==> src/rtl/hazard_forward_unit.sv <==
// hazard_forward_unit: operand forwarding and stall/flush control for a 5-stage RISC-V pipeline
//   inputs : ID/EX/MEM/WB register ids and write enables, load flag, branch_taken, dmem_req/dmem_ready
//   outputs: forward_a/b selects, per-register stalls and flushes, FSM state, stall/flush counters, sticky mem_timeout
module hazard_forward_unit #(
  parameter int MEM_TIMEOUT = 16,
  parameter int CNT_W = 32
) (
  input  logic             clk,
  input  logic             rst,
  input  logic [4:0]       id_rs1,
  input  logic [4:0]       id_rs2,
  input  logic             id_uses_rs1,
  input  logic             id_uses_rs2,
  input  logic [4:0]       ex_rs1,
  input  logic [4:0]       ex_rs2,
  input  logic [4:0]       ex_rd,
  input  logic             ex_mem_read,
  input  logic [4:0]       mem_rd,
  input  logic             mem_reg_write,
  input  logic [4:0]       wb_rd,
  input  logic             wb_reg_write,
  input  logic             branch_taken,
  input  logic             dmem_req,
  input  logic             dmem_ready,
  output logic [1:0]       forward_a,
  output logic [1:0]       forward_b,
  output logic             pc_stall,
  output logic             if_id_stall,
  output logic             id_ex_stall,
  output logic             ex_mem_stall,
  output logic             if_id_flush,
  output logic             id_ex_flush,
  output logic [1:0]       hazard_state,
  output logic [CNT_W-1:0] stall_count,
  output logic [CNT_W-1:0] flush_count,
  output logic             mem_timeout
);
  typedef enum logic [1:0] {RUN = 2'd0, LOAD_STALL = 2'd1, MEM_WAIT = 2'd2} state_t;
  localparam int WW = $clog2(MEM_TIMEOUT + 1);
  localparam logic [WW-1:0] TMO = WW'(MEM_TIMEOUT);
  state_t state_q, state_d;
  logic [WW-1:0] wait_q, wait_d;
  logic [CNT_W-1:0] stall_q, flush_q;
  logic timeout_q;
  logic mem_busy, load_use, lu_eff;
  function automatic logic [1:0] fwd(input logic [4:0] rs, input logic mw, input logic [4:0] mrd,
                                     input logic ww, input logic [4:0] wrd);
    return (mw && mrd != 5'd0 && mrd == rs) ? 2'b10 :
           (ww && wrd != 5'd0 && wrd == rs) ? 2'b01 : 2'b00;
  endfunction
  assign mem_busy = dmem_req & ~dmem_ready;
  assign load_use = ex_mem_read & (ex_rd != 5'd0) &
                    ((id_uses_rs1 & (id_rs1 == ex_rd)) | (id_uses_rs2 & (id_rs2 == ex_rd)));
  // the interlock bubble is already in flight while in LOAD_STALL, so don't re-stall
  assign lu_eff = load_use & (state_q != LOAD_STALL);
  always_comb begin
    forward_a    = rst ? 2'b00 : fwd(ex_rs1, mem_reg_write, mem_rd, wb_reg_write, wb_rd);
    forward_b    = rst ? 2'b00 : fwd(ex_rs2, mem_reg_write, mem_rd, wb_reg_write, wb_rd);
    pc_stall     = ~rst & (mem_busy | (~branch_taken & lu_eff));
    if_id_stall  = pc_stall;
    id_ex_stall  = ~rst & mem_busy;
    ex_mem_stall = ~rst & mem_busy;
    if_id_flush  = ~rst & ~mem_busy & branch_taken;
    id_ex_flush  = ~rst & ~mem_busy & (branch_taken | lu_eff);
    state_d      = mem_busy ? MEM_WAIT : (lu_eff & ~branch_taken) ? LOAD_STALL : RUN;
    // first busy cycle counts even though the FSM is still entering MEM_WAIT
    wait_d       = ~mem_busy ? '0 : (wait_q == TMO) ? wait_q : wait_q + 1'b1;
  end
  always_ff @(posedge clk) begin
    if (rst) begin
      state_q   <= RUN;
      wait_q    <= '0;
      stall_q   <= '0;
      flush_q   <= '0;
      timeout_q <= 1'b0;
    end else begin
      state_q   <= state_d;
      wait_q    <= wait_d;
      stall_q   <= stall_q + CNT_W'(pc_stall);
      flush_q   <= flush_q + CNT_W'(if_id_flush);
      timeout_q <= timeout_q | (wait_d == TMO);
    end
  end
  assign hazard_state = state_q;
  assign stall_count  = stall_q;
  assign flush_count  = flush_q;
  assign mem_timeout  = timeout_q;
endmodule

==> config.mk <==
export PLATFORM = sky130hd
export DESIGN_NAME = hazard_forward_unit
export DESIGN_NICKNAME = d
export VERILOG_FILES = /design/src/rtl/hazard_forward_unit.sv
export SDC_FILE = /design/constraint.sdc
export NUM_CORES = 1
export LEC_CHECK = 0
export ABC_AREA = 1
export CAP_MARGIN = 20
export CORE_MARGIN = 4
export CORE_UTILIZATION = 54
export CTS_BUF_LIST = sky130_fd_sc_hd__clkbuf_2
export CTS_CLUSTER_DIAMETER = 40
export DETAILED_ROUTE_END_ITERATION = 7
export GPL_TIMING_DRIVEN = 0
export PLACE_DENSITY = 0.88
export RECOVER_POWER = 25
export SETUP_SLACK_MARGIN = 0.2
export SYNTH_ARGS = -nofsm -noshare
export SYNTH_HDL_FRONTEND = slang
export SYNTH_SLANG_ARGS = --single-unit
==> constraint.sdc <==
create_clock -name clk -period 6.5 [get_ports clk]
set_input_delay 1.3 -clock clk [delete_from_list [all_inputs] [get_ports clk]]
set_output_delay 1.3 -clock clk [all_outputs]
set_load 0.05 [all_outputs]
==> flow_summary.ini <==
[sta]
min_period_ns = 5.00
post-route-period-util_pct = 77.0
clock.fmax_ghz = 0.200
skew_ns = 0.0202
worstMarginPinSlew_ns = 0.676
rsz0062_at_grt = false
drv_slew = 0
setup_violations = 0
hold_viol_final = 0
timing.slew.headroom_pct = 54.9
tns_ns = 0

[finish]
area_delta_synth_final_pct = 32.4
multi_input_area_sq_um = 2550
fin_nets = 884
final-seq-area_sq_um = 1440
layoutNonFillerInstCount = 939
drive_gt1_share_pct = 4.30
nFillCells = 674
n_antenna_cell = 0

[logic_synthesis]
syn_nets = 752
synth_cells = 701
ys_ff_latch = 72
syn_area_per_cell_sq_um = 6.20
syn_area_sq_um = 4340
synth_cell_types = 27
synth_edf_count = 0
ys_seq_area_share_pct = 33.2
synth_top_cell_area_share_pct = 33.2
yosys_most_used_dff = dfxtp_1
yosysWarningCount = 0
synth_top_cell_by_area = dfxtp_1
yosys-top-cells-count = nand2_1 (212), nor2_1 (153), inv_1 (77)
yosysMostFrequentCell = nand2_1
synthTopCellsByArea = dfxtp_1 (33%), nand2_1 (18%), nor2_1 (13%)
synthArstFlopShare_pct = 0

[critical_path]
worstSetupPathType = input port to output port
worstPathRequired_ns = 5.20
path_max_fanout = 10
reg2reg_to = stall_count[28]
cp-end-kind = output port
r2r-start = hazard_state[1]
start_kind = input port
reg2reg_slack_ns = 4.17
rr_worst_depth = 14
cp_data_arrival_time_ns = 3.70

[route]
drt-wirelength-per-cell_microns = 13.7
postRouteAntennaNets = 0
routed_via_density = 5.15
via_count = 4834
totalWireLength_mm = 12.9
dr.first_iter.drc_count = 194
drc = 0
drt_pass1_iterations = 5

[cts]
cts_hold_buf = 0
clock-sinks = 72
cts_resized = 0
post_cts_buffers = 0
h-tree-depth = 3
clk_latency_ns = 0.50
cts_buffer_depth = 2
root_buffer = clkbuf_2
tritoncts = yes
clk_pin_slew_ns = 0.20
cts_made_buffers = 9

[placed_design]
gp_congestion = 0.964
dp.cells = 924
dp.final_hpwl_mm = 10.4
portBuffers = 121

[hold_path]
whs_path_depth = 2
hold_path_startpoint = mem_timeout
hp-class = register to register
worstHoldEndpoint = mem_timeout

[global_routing]
grt_pass1_vias = 4719
use_met1_pct = 32.4
overflow = 0
grt_max_degree = 13
busiest_layer = met2
grt_use_total_pct = 27.3
grt_use_met3_pct = 4.09
use_met2_pct = 48.7
grt_pass1_wl_mm = 21.7
antenna_found_initial = 0

[die]
die_area_sq_um = 9540
die_y_microns = 97.7
die_width_microns = 97.7
core-area_sq_um = 7770
std_cell_rows = 32
ios = 122
initial_core_util_pct = 55.9

[power_and_ir_drop]
ir_worst_vdd_mv = 0.0981
power_density_nw_per_um2 = 131
total_power_mw = 0.753
power.leakage_nw = 2.11

[outcome]
status = finished clean

[run]
cap_violations = 0
-- cells by family after synthesis --
family / count (synthesis) / synth area share [%]
DFF: 72 / 33.2
buffers and inverters: 86 / 7.84
AOI/OAI and AO/OA: 59 / 7.09
and+or+nand+nor: 448 / 44.1
xor gates and xnor gates: 30 / 6.05
adders and majority gates: 6 / 1.73
-- critical path: stages --
cell             delay, ns
dlygate4sd3_1         0.61
clkbuf_1              0.47
buf_1                 0.49
nor2_1                0.11
clkdlybuf4s50_1       0.72
-- final cells by class --
type / count / area share, %
plain buffers: 9 / 0.892
flip-flops and latches: 72 / 25.1
well taps: 102 / 2.22
multi-input cells: 543 / 44.3
repair buffers: 121 / 21.1
inverters: 77 / 5.03
clock inverters: 6 / 0.653
clock buffers: 9 / 0.783
-- per-stage QoR --
stage                     hold WS (ns)  utilization (%)  setup slack [ns]  instance area, sq um
final                            0.470             74.0              1.50                  5750
after global routing             0.499             74.0              1.33                  5750
after CTS                        0.477             74.2              1.54                  5760
after detailed placement         0.450             73.1              1.55                  5680
after global placement           0.442             73.1              1.57                  5680
after floorplan                  0.495                -              1.97                  4340
-- routing by layer --
layer | vias up | share of wire, %
met1 | 2201 | 41
met3 | 30 | 5.1
met2 | 148 | 51
met4 | 0 | 2.8
li1 | 2455 | -
met5 | - | 0
-- registers in the layout (all words and copies together) (netlist names) --
signal        count
mem_timeout       1
stall_count      32
flush_count      32
hazard_state      2
wait_q            5
-- how the worst max path moves through the flow --
stage	from	end	slack, ns	depth (start not counted)
after floorplan	dmem_req	pc_stall	1.97	7
after global placement	rst	forward_b[1]	1.57	5
after detailed placement	rst	forward_b[1]	1.55	5
after CTS	rst	forward_b[1]	1.54	5
after global routing	rst	forward_a[1]	1.33	5
final	rst	forward_b[1]	1.50	5
-- power by group --
part	internal [mW]	leakage [nW]	switching, mW	total, mW
logic	0.0465	1.47	0.0540	0.101
clock network	0.0460	0.0512	0.161	0.207
registers	0.444	0.580	0.00128	0.445
-- layout by cell type, fill, tap and decap left out --
cell,count
nand3b_1,19
dfxtp_1,72
clkinv_1,1
nand2_1,213
nor2_1,155
clkdlybuf4s50_1,106
clkbuf_1,5
o21ai_0,13
a31oi_1,2
nand3_2,3
nand4_1,6
nor3_1,7
a21oi_1,40
o21bai_1,1
buf_4,2
nand3_1,29
o21a_1,2
nand2_2,3
ha_1,6
clkinv_4,1
dlygate4sd3_1,15
buf_1,1
clkinvlp_4,2
clkbuf_2,9
nor2_2,5
nand3_4,1
xnor2_1,13
or2_2,3
nor2_4,4
xor2_1,17
inv_1,77
clkbuf_8,1
clkinv_2,2
a21boi_0,1
No activity file was read; power rests on OpenSTA's default activity.
